===== config.mk =====
export PLATFORM = sky130hd
export DESIGN_NAME = multicycle_control_unit
export DESIGN_NICKNAME = d
export VERILOG_FILES = /design/src/rtl/multicycle_control_unit.sv
export SDC_FILE = /design/constraint.sdc
export NUM_CORES = 1
export LEC_CHECK = 0
export ABC_AREA = 1
export CORE_MARGIN = 1
export CORE_UTILIZATION = 47
export DETAILED_ROUTE_END_ITERATION = 8
export PLACE_DENSITY = 0.82
export SLEW_MARGIN = 40
export SYNTH_ARGS = -nofsm -noshare
export SYNTH_HDL_FRONTEND = slang
export SYNTH_SLANG_ARGS = --single-unit
export TNS_END_PERCENT = 1

===== constraint.sdc =====
create_clock -name clk -period 3 [get_ports clk]
set_input_delay 0.3 -clock clk [delete_from_list [all_inputs] [get_ports clk]]
set_output_delay 0.3 -clock clk [all_outputs]
set_load 0.1 [all_outputs]

===== src/rtl/multicycle_control_unit.sv =====
// ---------------------------------------------------------------------------
// multicycle_control_unit
//
// Main control FSM of a multicycle CPU. It steps each instruction through
// fetch, decode, execute, memory and writeback, and drives the PC, IR,
// register-file, memory and ALU select lines. The branch qualifiers go to the
// external PC-write condition logic, which ORs pc_write with
//   (zero & isBEQ) | (!zero & isBNE) | (!gt & isBLE) | (gt & isBGT).
//
// Parameters
//   MEM_LAT      number of cycles a memory access is held (>= 1)
//
// Ports
//   clk          system clock; all state changes on the rising edge
//   reset        synchronous, active-high
//   opcode       IR[31:26]
//   funct        IR[5:0] (decoded by the ALU control, not by this FSM)
//   overflow     ALU signed overflow, looked at in EXEC_R / EXEC_I
//   pc_write     unconditional PC load
//   isBEQ/isBNE/isBGT/isBLE  branch qualifiers, one-hot or all zero
//   pc_src       0 ALU result, 1 ALUOut, 2 jump target, 3 exception vector
//   ir_write, mem_read, mem_write, iord, reg_write, reg_dst, mem_to_reg,
//   alu_src_a    single-bit datapath controls
//   alu_src_b    0 B, 1 const 4, 2 sign-ext imm, 3 sign-ext imm << 2
//   alu_op       0 add, 1 sub, 2 funct-decoded, 3 slt
//   state        current state code (debug)
//   epc_write, cause_write, cause   exception strobes (CTRL_EXCEPTION_EN only)
//
// Configuration
//   CTRL_EXCEPTION_EN  when defined, an illegal opcode or an arithmetic
//                      overflow goes through the EXCEPT state; when not
//                      defined, illegal opcodes return to FETCH with no side
//                      effects and overflow is ignored.
// ---------------------------------------------------------------------------
module multicycle_control_unit #(
    parameter int MEM_LAT = 2
) (
    input  logic       clk,
    input  logic       reset,
    input  logic [5:0] opcode,
    input  logic [5:0] funct,
    input  logic       overflow,
    output logic       pc_write,
    output logic       isBEQ,
    output logic       isBNE,
    output logic       isBGT,
    output logic       isBLE,
    output logic [1:0] pc_src,
    output logic       ir_write,
    output logic       mem_read,
    output logic       mem_write,
    output logic       iord,
    output logic       reg_write,
    output logic       reg_dst,
    output logic       mem_to_reg,
    output logic       alu_src_a,
    output logic [1:0] alu_src_b,
    output logic [2:0] alu_op,
    output logic [3:0] state
`ifdef CTRL_EXCEPTION_EN
    ,
    output logic       epc_write,
    output logic       cause_write,
    output logic       cause
`endif
);

    localparam int CNT_W = $clog2(MEM_LAT + 1);
    localparam logic [CNT_W-1:0] CNT_LAST = CNT_W'(MEM_LAT - 1);
    localparam logic [CNT_W-1:0] CNT_ONE  = CNT_W'(1);

    localparam logic [5:0] OP_RTYPE = 6'h00;
    localparam logic [5:0] OP_J     = 6'h02;
    localparam logic [5:0] OP_BEQ   = 6'h04;
    localparam logic [5:0] OP_BNE   = 6'h05;
    localparam logic [5:0] OP_BLE   = 6'h06;
    localparam logic [5:0] OP_BGT   = 6'h07;
    localparam logic [5:0] OP_ADDI  = 6'h08;
    localparam logic [5:0] OP_LW    = 6'h23;
    localparam logic [5:0] OP_SW    = 6'h2B;

    typedef enum logic [3:0] {
        S_RESET    = 4'd0,
        S_FETCH    = 4'd1,
        S_DECODE   = 4'd2,
        S_EXEC_R   = 4'd3,
        S_WB_R     = 4'd4,
        S_EXEC_I   = 4'd5,
        S_WB_I     = 4'd6,
        S_MEM_ADDR = 4'd7,
        S_MEM_RD   = 4'd8,
        S_WB_LD    = 4'd9,
        S_MEM_WR   = 4'd10,
        S_BRANCH   = 4'd11,
        S_JUMP     = 4'd12,
        S_EXCEPT   = 4'd13
    } state_e;

    typedef struct packed {
        logic       pc_write;
        logic       is_beq;
        logic       is_bne;
        logic       is_bgt;
        logic       is_ble;
        logic [1:0] pc_src;
        logic       ir_write;
        logic       mem_read;
        logic       mem_write;
        logic       iord;
        logic       reg_write;
        logic       reg_dst;
        logic       mem_to_reg;
        logic       alu_src_a;
        logic [1:0] alu_src_b;
        logic [2:0] alu_op;
    } ctrl_t;

    state_e           state_q, state_d;
    logic [CNT_W-1:0] cnt_q, cnt_d;
    ctrl_t            ctrl_q, ctrl_d;

`ifdef CTRL_EXCEPTION_EN
    logic epc_write_q, epc_write_d;
    logic cause_write_q, cause_write_d;
    logic cause_q, cause_d;
`endif

    // funct is decoded by the ALU control block; it is carried here only so
    // the port set matches the IR fields.
    logic unused_inputs;
`ifdef CTRL_EXCEPTION_EN
    assign unused_inputs = ^funct;
`else
    assign unused_inputs = ^{funct, overflow};
`endif

    // ------------------------------------------------------------------
    // Next state and wait counter. The counter is zero on entry to every
    // held state and counts up to MEM_LAT-1, where the state is left; it
    // therefore never wraps.
    // ------------------------------------------------------------------
    // NOTE: every signal assigned in an always_comb gets a default first so
    // no path leaves it unassigned, which would infer a latch.
    always_comb begin
        state_d = state_q;
        cnt_d   = '0;
        case (state_q)
            S_RESET: state_d = S_FETCH;
            S_FETCH: begin
                if (cnt_q == CNT_LAST) state_d = S_DECODE;
                else                   cnt_d   = cnt_q + CNT_ONE;
            end
            S_DECODE: begin
                case (opcode)
                    OP_RTYPE:                        state_d = S_EXEC_R;
                    OP_ADDI:                         state_d = S_EXEC_I;
                    OP_LW, OP_SW:                    state_d = S_MEM_ADDR;
                    OP_BEQ, OP_BNE, OP_BLE, OP_BGT:  state_d = S_BRANCH;
                    OP_J:                            state_d = S_JUMP;
`ifdef CTRL_EXCEPTION_EN
                    default:                         state_d = S_EXCEPT;
`else
                    default:                         state_d = S_FETCH;
`endif
                endcase
            end
`ifdef CTRL_EXCEPTION_EN
            S_EXEC_R: state_d = overflow ? S_EXCEPT : S_WB_R;
            S_EXEC_I: state_d = overflow ? S_EXCEPT : S_WB_I;
            S_EXCEPT: state_d = S_FETCH;
`else
            S_EXEC_R: state_d = S_WB_R;
            S_EXEC_I: state_d = S_WB_I;
`endif
            S_WB_R, S_WB_I, S_WB_LD, S_BRANCH, S_JUMP: state_d = S_FETCH;
            S_MEM_ADDR: state_d = (opcode == OP_LW) ? S_MEM_RD : S_MEM_WR;
            S_MEM_RD: begin
                if (cnt_q == CNT_LAST) state_d = S_WB_LD;
                else                   cnt_d   = cnt_q + CNT_ONE;
            end
            S_MEM_WR: begin
                if (cnt_q == CNT_LAST) state_d = S_FETCH;
                else                   cnt_d   = cnt_q + CNT_ONE;
            end
            // Unused codes, and EXCEPT when exceptions are compiled out.
            default: state_d = S_RESET;
        endcase
    end

    // ------------------------------------------------------------------
    // Output decode. Outputs are the Moore decode of (state, counter), but
    // computed from the *next* state so they can be registered and still
    // line up with the state they belong to.
    // ------------------------------------------------------------------
    always_comb begin
        ctrl_d = '0;
`ifdef CTRL_EXCEPTION_EN
        epc_write_d   = 1'b0;
        cause_write_d = 1'b0;
        cause_d       = 1'b0;
`endif
        case (state_d)
            S_FETCH: begin
                ctrl_d.mem_read = 1'b1;
                if (cnt_d == CNT_LAST) begin
                    ctrl_d.ir_write  = 1'b1;
                    ctrl_d.pc_write  = 1'b1;
                    ctrl_d.alu_src_b = 2'd1;
                end
            end
            S_DECODE: ctrl_d.alu_src_b = 2'd3;
            S_EXEC_R: begin
                ctrl_d.alu_src_a = 1'b1;
                ctrl_d.alu_op    = 3'd2;
            end
            S_WB_R: begin
                ctrl_d.reg_write = 1'b1;
                ctrl_d.reg_dst   = 1'b1;
            end
            S_EXEC_I, S_MEM_ADDR: begin
                ctrl_d.alu_src_a = 1'b1;
                ctrl_d.alu_src_b = 2'd2;
            end
            S_WB_I: ctrl_d.reg_write = 1'b1;
            S_MEM_RD: begin
                ctrl_d.mem_read = 1'b1;
                ctrl_d.iord     = 1'b1;
            end
            S_WB_LD: begin
                ctrl_d.reg_write  = 1'b1;
                ctrl_d.mem_to_reg = 1'b1;
            end
            S_MEM_WR: begin
                ctrl_d.mem_write = 1'b1;
                ctrl_d.iord      = 1'b1;
            end
            S_BRANCH: begin
                ctrl_d.alu_src_a = 1'b1;
                ctrl_d.alu_op    = 3'd1;
                ctrl_d.pc_src    = 2'd1;
                // IR is stable from DECODE onward, so the opcode seen on the
                // DECODE->BRANCH transition is the branch's opcode.
                ctrl_d.is_beq    = (opcode == OP_BEQ);
                ctrl_d.is_bne    = (opcode == OP_BNE);
                ctrl_d.is_ble    = (opcode == OP_BLE);
                ctrl_d.is_bgt    = (opcode == OP_BGT);
            end
            S_JUMP: begin
                ctrl_d.pc_write = 1'b1;
                ctrl_d.pc_src   = 2'd2;
            end
`ifdef CTRL_EXCEPTION_EN
            S_EXCEPT: begin
                ctrl_d.pc_write = 1'b1;
                ctrl_d.pc_src   = 2'd3;
                epc_write_d     = 1'b1;
                cause_write_d   = 1'b1;
                // Entered from an execute state only on overflow; from
                // DECODE only on an illegal opcode.
                cause_d         = (state_q == S_EXEC_R) || (state_q == S_EXEC_I);
            end
`endif
            default: ctrl_d = '0;
        endcase
    end

    // NOTE: state registers use non-blocking assignments so every flop
    // samples the values from before the edge.
    always_ff @(posedge clk) begin
        if (reset) begin
            state_q <= S_RESET;
            cnt_q   <= '0;
            ctrl_q  <= '0;
`ifdef CTRL_EXCEPTION_EN
            epc_write_q   <= 1'b0;
            cause_write_q <= 1'b0;
            cause_q       <= 1'b0;
`endif
        end else begin
            state_q <= state_d;
            cnt_q   <= cnt_d;
            ctrl_q  <= ctrl_d;
`ifdef CTRL_EXCEPTION_EN
            epc_write_q   <= epc_write_d;
            cause_write_q <= cause_write_d;
            cause_q       <= cause_d;
`endif
        end
    end

    assign state      = state_q;
    assign pc_write   = ctrl_q.pc_write;
    assign isBEQ      = ctrl_q.is_beq;
    assign isBNE      = ctrl_q.is_bne;
    assign isBGT      = ctrl_q.is_bgt;
    assign isBLE      = ctrl_q.is_ble;
    assign pc_src     = ctrl_q.pc_src;
    assign ir_write   = ctrl_q.ir_write;
    assign mem_read   = ctrl_q.mem_read;
    assign mem_write  = ctrl_q.mem_write;
    assign iord       = ctrl_q.iord;
    assign reg_write  = ctrl_q.reg_write;
    assign reg_dst    = ctrl_q.reg_dst;
    assign mem_to_reg = ctrl_q.mem_to_reg;
    assign alu_src_a  = ctrl_q.alu_src_a;
    assign alu_src_b  = ctrl_q.alu_src_b;
    assign alu_op     = ctrl_q.alu_op;
`ifdef CTRL_EXCEPTION_EN
    assign epc_write   = epc_write_q;
    assign cause_write = cause_write_q;
    assign cause       = cause_q;
`endif

endmodule

Word-level counts from Yosys, hierarchy flattened. Cells that the tools add are included.

Bits in registers: 26. Output and inout bits: 24. Input bits: 15.

Add/subtract/negate cells: 1. Bitwise logic cells: 2. Equality and inequality tests: 34. Reductions and logical operators: 13. Muxes and demuxes: 21.

Operator list (count): 4-bit == test, second input constant (10); 4-bit by 3-bit == test with 1-bit output, second input constant (8); 4-bit one-hot mux with 8 select lines (1); 6-bit by 3-bit == test with 1-bit output, second input constant (4); 4-bit one-hot mux with 5 select lines (1); 4-bit by 2-bit == test with 1-bit output, second input constant (4); 6-bit == test, second input constant (2); 4-bit two-way mux (3); 2-bit OR reduction (6); 1-bit two-way mux (9); 4-bit by 1-bit == test with 1-bit output, second input constant (2); 2-bit one-hot mux with 2 select lines (2); 4-bit OR reduction (2); 6-bit by 2-bit == test with 1-bit output, second input constant (1); 6-bit by 4-bit == test with 1-bit output, second input constant (1); 6-bit logical NOT (1); 2-bit two-way mux (3); 2-bit one-hot mux with 3 select lines (1); 3-bit OR reduction (2); 6-bit OR reduction (1); 2-bit by 1-bit == test with 1-bit output, second input constant (2); 4-bit logical NOT (1); 2-bit by 1-bit adder with 2-bit output, second input constant (1); 1-bit inverter (2); 1-bit one-hot mux with 2 select lines (1).

Depth between registers and ports, before layout. Gate-level depths: netlist of the first run.

Depth after elaboration: 7. Depth in mapped cells: 11.

Least setup slack after synthesis of the first run. OpenSTA, ideal clock, no wires.

Path type: register -> register. From: register state_q[0], in the netlist state[0]. To: register ctrl_q (netlist bit alu_src_a). Required time: 2.876 ns. Arrival: 1.938 ns. Stages on the path, launching flop included: 10. Setup slack: 0.938 ns. Path buffers: 0. Path through: dfxtp_1 > inv_2 > nand2_2 > nor2_1 > nand2_1 > nand3_2 > nor2_4 > nand2_1 > nand3_4 > nand3_1.

Word-level cells in the longest chain between the ends: 6. Elaborated cells between the ends (all ways): 24. Those cells by class: eq/ne (16); mux (5); reduce/logical (3).

RTL lines: start: declaration (line 118) `state_e state_q, state_d;`; start signal: assignment (line 280) `state_q <= state_d;`; 4-bit by 3-bit == test with 1-bit output (tied with other cells) (line 147) `case (state_q)`; 6-bit OR reduction (no source line); 4-bit one-hot mux with 8 select lines (*) (line 147); 4-bit by 3-bit == test with 1-bit output (tied with other cells) (line 202) `case (state_d)`; 4-bit OR reduction (no source line) (*); 1-bit two-way mux (*) (line 202); end signal: assignment (line 282) `ctrl_q <= ctrl_d;`; end: declaration (line 120) `ctrl_t ctrl_q, ctrl_d;`.

Mark *: on every way between the ends. The rest lies on a longest branch, timed or not. A chain may end at the register's enable or synchronous reset.

Worst setup path in the final report of the first run.
From: input opcode[1]. To: register ctrl_q (netlist bit alu_src_a).

Word-level cells in the longest chain between the ends: 7. Elaborated cells between the ends (all ways): 20. Those cells by class: eq/ne (12); mux (4); reduce/logical (4).

RTL lines: start: declaration (line 40) `input logic [5:0] opcode,`; 6-bit by 3-bit == test with 1-bit output (tied with other cells) (line 154) `case (opcode)`; 4-bit OR reduction / 2-bit OR reduction (equally long branches) (line 154); 4-bit one-hot mux with 5 select lines (line 154); 4-bit one-hot mux with 8 select lines (*) (line 147); 4-bit by 3-bit == test with 1-bit output (tied with other cells) (line 202); 4-bit OR reduction (no source line) (*); 1-bit two-way mux (*) (line 202).

Marked as above.

==> results of run 1 <==
==> final cells by class <==
type,instances,area share (%)
well taps,28,2.53
clock inverters,1,0.361
flip-flops and latches,25,36.1
inverters,24,6.50
clock buffers,3,1.62
repair buffers,30,14.3
multi-input cells,103,38.6
==> cells by family after synthesis <==
logic type / share of synthesized area [%]
AND/OR/NAND/NOR: 42.4
buffers and inverters: 8.91
flip-flops: 44.0
AO/OA/AOI/OAI: 4.40
other: 0.330
==> metrics by stage <==
stage	power [uW]	hold WS [ns]	util (%)	instance area, um^2	cells
2_1_floorplan	479	0.381	-	1140	154
5_1_grt	679	0.536	61.5	1390	214
3_5_place_dp	510	0.469	60.3	1360	210
3_3_place_gp	513	0.455	64.3	1450	210
6_report	653	0.487	61.5	1390	214
4_1_cts	658	0.489	61.5	1390	214
==> layer usage <==
layer / GRT usage [%] / vias to the layer above / wire length, um
met1: 21.4 / 444 / 973
met2: 34.9 / 34 / 1120
met5: 0 / - / 0
met4: 12.0 / 0 / 68
li1: - / 533 / -
met3: 4.46 / 7 / 109
==> cells in the final DEF, fill, tap and decap left out, types with 2 or more instances in the layout <==
cell             Yosys  layout
a21oi_1              2       2
a21oi_2              3       3
buf_2                0      18
buf_4                1       5
clkbuf_4             0       3
clkdlybuf4s50_1      0       7
dfxtp_1             25      25
inv_1               19      19
inv_2                5       5
nand2_1             29      29
nand2_2              7       7
nand3_1             20      20
nand3_2              2       2
nor2_1              21      21
nor2_2               8       8
nor2_4               4       4
nor3_1               2       2
==> worst max path at each step <==
stage          cells past startpoint                 endpoint                start  slack [ns]
3_5_place_dp                      10     alu_src_a$_SDFF_PP0_            opcode[1]        1.09
2_1_floorplan                      9     alu_src_a$_SDFF_PP0_  state[0]$_SDFF_PP0_        0.94
5_1_grt                           10  alu_src_b[0]$_SDFF_PP0_  state[2]$_SDFF_PP0_        1.27
6_report                          10     alu_src_a$_SDFF_PP0_            opcode[1]        1.43
3_3_place_gp                      10     alu_src_a$_SDFF_PP0_            opcode[1]        1.15
4_1_cts                           10     alu_src_a$_SDFF_PP0_            opcode[1]        1.44
==> report_power, final <==
group          total [uW]  internal [uW]  switching (uW)
Combinational         154           34.7             119
Clock                 151           50.0             101
Sequential            348            342            6.26
==> tightest hold or removal path, stage by stage, from the launching register on <==
cell	delay, ns
dfxtp_1	0.35
inv_1	0.07
nor2_1	0.04
==> results.py, run 1 <==
metrics = {
    "placed_design": {
        "dp_hpwl_um": 1850,
        "gp_congestion": 0.877,
        "portBuffers": 30,
        "pre_cts_slack_ns": 1.09,
    },
    "route": {
        "wl_per_cell_um": 10.6,
        "avgViaCountPerCell": 4.76,
        "drt.antenna.violating_nets": 0,
        "first_pass_iters": 4,
        "postRouteWirelength_um": 2270,
        "via_count": 1018,
        "drc_errors": 0,
        "dr.first_iter.drc_count": 18,
    },
    "critical_path": {
        "endpoint_kind": "flip-flop",
        "crit_type": "primary input to flip-flop",
        "cp-start-kind": "primary input",
        "cp_common_cell": "nand3_1",
        "path_cells": "clkdlybuf4s50_1, inv_1, nor2_1, nand3_1, nand3_1, nand2_1, nand3_2, inv_2, nand3_4, nand3_1",
        "arrival_ns": 1.80,
        "r2r-end": "alu_src_a$_SDFF_PP0_",
        "worstPathMaxFanout": 7,
        "required_ns": 3.22,
        "slowest_delay_ns": 0.50,
        "reg2reg_depth": 9,
        "cpLargestDelayFamily": "simple AND/OR/NAND/NOR gates",
        "worstReg2RegStart": "state[0]$_SDFF_PP0_",
        "slowest_stage": "clkdlybuf4s50_1",
        "rrSetupSlack_ns": 1.47,
        "path_buf_inv": 3,
    },
    "die": {
        "core_um2": 2250,
        "rows": 17,
        "io_pins": 39,
        "start_util_pct": 50.4,
        "die_height_um": 51.2,
        "die_w_um": 51.2,
        "die_area_um2": 2620,
    },
    "final_layout": {
        "seqCellArea_um2": 500,
        "finalNetCount": 202,
        "nFillCells": 226,
        "antenna_cells": 0,
        "largest_reg_flops": 4,
        "drive_above_1_share_pct": 31.2,
        "area_growth_pct": 21.9,
        "multiInputGateArea_um2": 536,
    },
    "yosys": {
        "synth_common_cells": "29 x nand2_1, 25 x dfxtp_1, 21 x nor2_1",
        "syn_nets": 169,
        "synth_area_per_cell_um2": 7.39,
        "yosysSeqAreaShare_pct": 44.0,
        "ys_ff_latch": 25,
        "synth.area.top_cells": "dfxtp_1 44%, nand2_1 9.6%, nand3_1 8.8%",
        "synth_most_common_cell": "nand2_1",
        "synth_edf_count": 0,
        "yosysWarningCount": 0,
        "synth_top_area_cell": "dfxtp_1",
        "ys_types": 20,
        "postSynthCellCount": 154,
        "async_flop_share_pct": 0,
        "netlist.area_leader.share_pct": 44.0,
        "synthFlopType": "dfxtp_1",
        "synth_area_um2": 1140,
    },
    "power": {
        "p_leak_uw": 0.000748,
        "power.density_nw_per_um2": 471,
        "vdd_ir_drop_max_mv": 0.271,
    },
    "sta": {
        "min_period_ns": 1.57,
        "layout_setup_ws_ns": 1.43,
        "rsz0062_at_grt": "no",
        "max_freq_mhz": 636,
        "fin_setup_tns_ns": 0,
        "finalHoldViolations": 0,
        "final_max_slew_viol_count": 0,
        "fin_skew_ns": 0.00266,
        "post-route-period-util_pct": 52.4,
        "finalSetupViolations": 0,
        "worstMarginPinSlew_ns": 0.528,
        "max_slew_margin_pct": 64.7,
    },
    "min_path": {
        "holdPathEnd": "cnt_q[1]$_SDFF_PP0_",
        "holdPathStages": 2,
        "hold_path.class": "flip-flop to flip-flop",
        "min_from": "cnt_q[1]$_SDFF_PP0_",
    },
    "cts": {
        "path_clk_slew_ns": 0.13,
        "htreeDepth": 1,
        "clkSinkCount": 25,
        "clk-insertion-delay-late_ns": 0.32,
        "holdBufCountCts": 0,
        "cts_tree": "yes",
        "cts_setup_buffers": 0,
        "numCtsBuffers": 3,
        "post_cts_resize_count": 0,
        "clockRootBuffer": "clkbuf_4",
        "clk_path_buf_depth": 2,
    },
    "outcome": {
        "outcome": "finished, final reports clean",
    },
    "global_routing": {
        "grt_use_total_pct": 19.9,
        "grt_max_degree": 15,
        "grt_pass1_vias": 962,
        "overflow": 0,
        "grt_pass1_wl_um": 3840,
        "antenna_found_initial": 0,
    },
    "job": {
        "cap_viol_max_count": 0,
    },
}
(Power assumes the default switching activity.)
==> inputs of run 2 (changes only) <==
--- a/config.mk
+++ b/config.mk
@@ -7,9 +7,9 @@
 export LEC_CHECK = 0
 export ABC_AREA = 1
 export CORE_MARGIN = 1
-export CORE_UTILIZATION = 47
+export CORE_UTILIZATION = 44
 export DETAILED_ROUTE_END_ITERATION = 8
-export PLACE_DENSITY = 0.82
+export PLACE_DENSITY = 0.78
 export SLEW_MARGIN = 40
 export SYNTH_ARGS = -nofsm -noshare
 export SYNTH_HDL_FRONTEND = slang
==> constraint.sdc (replaced) <==
create_clock -name clk -period 1.61 [get_ports clk]
set_input_delay 0.161 -clock clk [delete_from_list [all_inputs] [get_ports clk]]
set_output_delay 0.161 -clock clk [all_outputs]
set_load 0.1 [all_outputs]
==> results.py, run 2 (synthesized netlist as in run 1, its figures left out) <==
metrics = {
    "placed_design": {
        "place_inst": 222,
        "placed_cell_area_um2": 1780,
        "gp_congestion": 0.830,
        "dp_hpwl_um": 2030,
        "portBuffers": 30,
    },
    "final_layout": {
        "antenna_cells": 0,
        "seqCellArea_um2": 513,
        "area_growth_pct": 59.7,
        "layout_commonest_cell": "nand2_1",
        "largest_reg_flops": 4,
        "drive_above_1_share_pct": 36.7,
        "utilization_pct": 74.0,
        "nFillCells": 165,
        "final_cell_mix": "29 x nand2_1, 23 x buf_12, 21 x nor2_1, 21 x dfxtp_1, 20 x nand3_1",
        "layoutNonFillerInstCount": 226,
        "multiInputGateArea_um2": 541,
        "finalNetCount": 212,
        "post-route-cell-area_um2": 1820,
    },
    "route": {
        "drt.antenna.violating_nets": 0,
        "drc_errors": 0,
        "first_pass_iters": 6,
        "wl_per_cell_um": 10.8,
        "dr.first_iter.drc_count": 24,
        "avgViaCountPerCell": 4.81,
        "postRouteWirelength_um": 2430,
        "via_count": 1086,
    },
    "critical_path": {
        "crit_type": "primary input to flip-flop",
        "arrival_ns": 1.73,
        "cp-start-kind": "primary input",
        "worstPathMaxFanout": 4,
        "endpoint_kind": "flip-flop",
        "required_ns": 1.89,
    },
    "cts": {
        "clk-insertion-delay-late_ns": 0.33,
        "cts_setup_buffers": 0,
        "path_clk_slew_ns": 0.14,
        "cts_tree": "yes",
        "numCtsBuffers": 3,
        "post_cts_resize_count": 0,
        "holdBufCountCts": 0,
        "clk_path_buf_depth": 2,
        "clockRootBuffer": "clkbuf_4",
        "clkSinkCount": 25,
        "htreeDepth": 1,
    },
    "outcome": {
        "outcome": "finished, final reports clean",
    },
    "min_path": {
        "hold_path.class": "primary input to flip-flop",
    },
    "global_routing": {
        "grt_pass1_vias": 1030,
        "grt_use_total_pct": 20.6,
        "antenna_found_initial": 0,
        "grt_max_degree": 16,
        "grt_pass1_wl_um": 4140,
        "overflow": 0,
    },
    "sta": {
        "finalHoldViolations": 0,
        "finalSetupViolations": 0,
        "post-route-period-util_pct": 89.7,
        "whs_ns": 0.473,
        "final_max_slew_viol_count": 0,
        "fin_skew_ns": 0.00773,
        "max_freq_mhz": 693,
        "rsz0062_at_grt": "no",
        "min_period_ns": 1.44,
    },
    "die": {
        "rows": 18,
        "die_area_um2": 2790,
        "die_height_um": 52.8,
        "die_w_um": 52.8,
        "io_pins": 39,
        "core_um2": 2450,
        "start_util_pct": 46.3,
    },
    "power": {
        "power.density_nw_per_um2": 715,
        "vdd_ir_drop_max_mv": 0.700,
        "p_leak_uw": 0.000861,
        "power_uw": 1300,
    },
    "job": {
        "cap_viol_max_count": 0,
    },
}
## run 2: power by group
group | internal, uW | switching [uW]
clock network | 95.3 | 190
registers | 635 | 21.0
logic | 129 | 229
## run 2: worst paths after layout
check	from	to	slack (ns)	cells past startpoint
worst max register to register	state[0]$_SDFF_PP0_	alu_src_a$_SDFF_PP0_	0.17	7
worst min register to register	cnt_q[1]$_SDFF_PP0_	cnt_q[1]$_SDFF_PP0_	0.49	2
worst min-delay path	opcode[0]	isBNE$_SDFF_PP0_	0.47	3
worst max-delay path	opcode[1]	alu_src_a$_SDFF_PP0_	0.17	9
## run 2: through the flow
stage	setup slack (ns)	setup TNS (ns)
2_1_floorplan	0.00147	0
3_3_place_gp	-0.0723	-0.635
3_5_place_dp	-0.162	-1.73
4_1_cts	0.127	0
5_1_grt	0.0135	0
6_report	0.166	0
## run 2: area by class of cell
class	instances	share of cell area [%]
timing repair buffer	40	33.3
multi-input combinational	103	29.8
sequential	25	28.2
inverter	24	4.96
tap	30	2.07
clock buffer	3	1.24
clock inverter	1	0.413
## run 2: critical path: stages
cell and delay [ns]:
clkdlybuf4s50_1 0.51, inv_1 0.07, nor2_1 0.13, nand3_1 0.14, nand3_1 0.13, nand2_1 0.14, a21oi_2 0.21, nand3_1 0.13
nand3_1 0.10
## run 2: layer usage
metal | vias up | global-route usage [%] | part of all wire (%)
li1 | 558 | - | -
met1 | 484 | 21.0 | 39
met2 | 37 | 37.3 | 53
met3 | 7 | 3.48 | 4.8
met4 | 0 | 14.5 | 3.0
met5 | - | 0 | 0
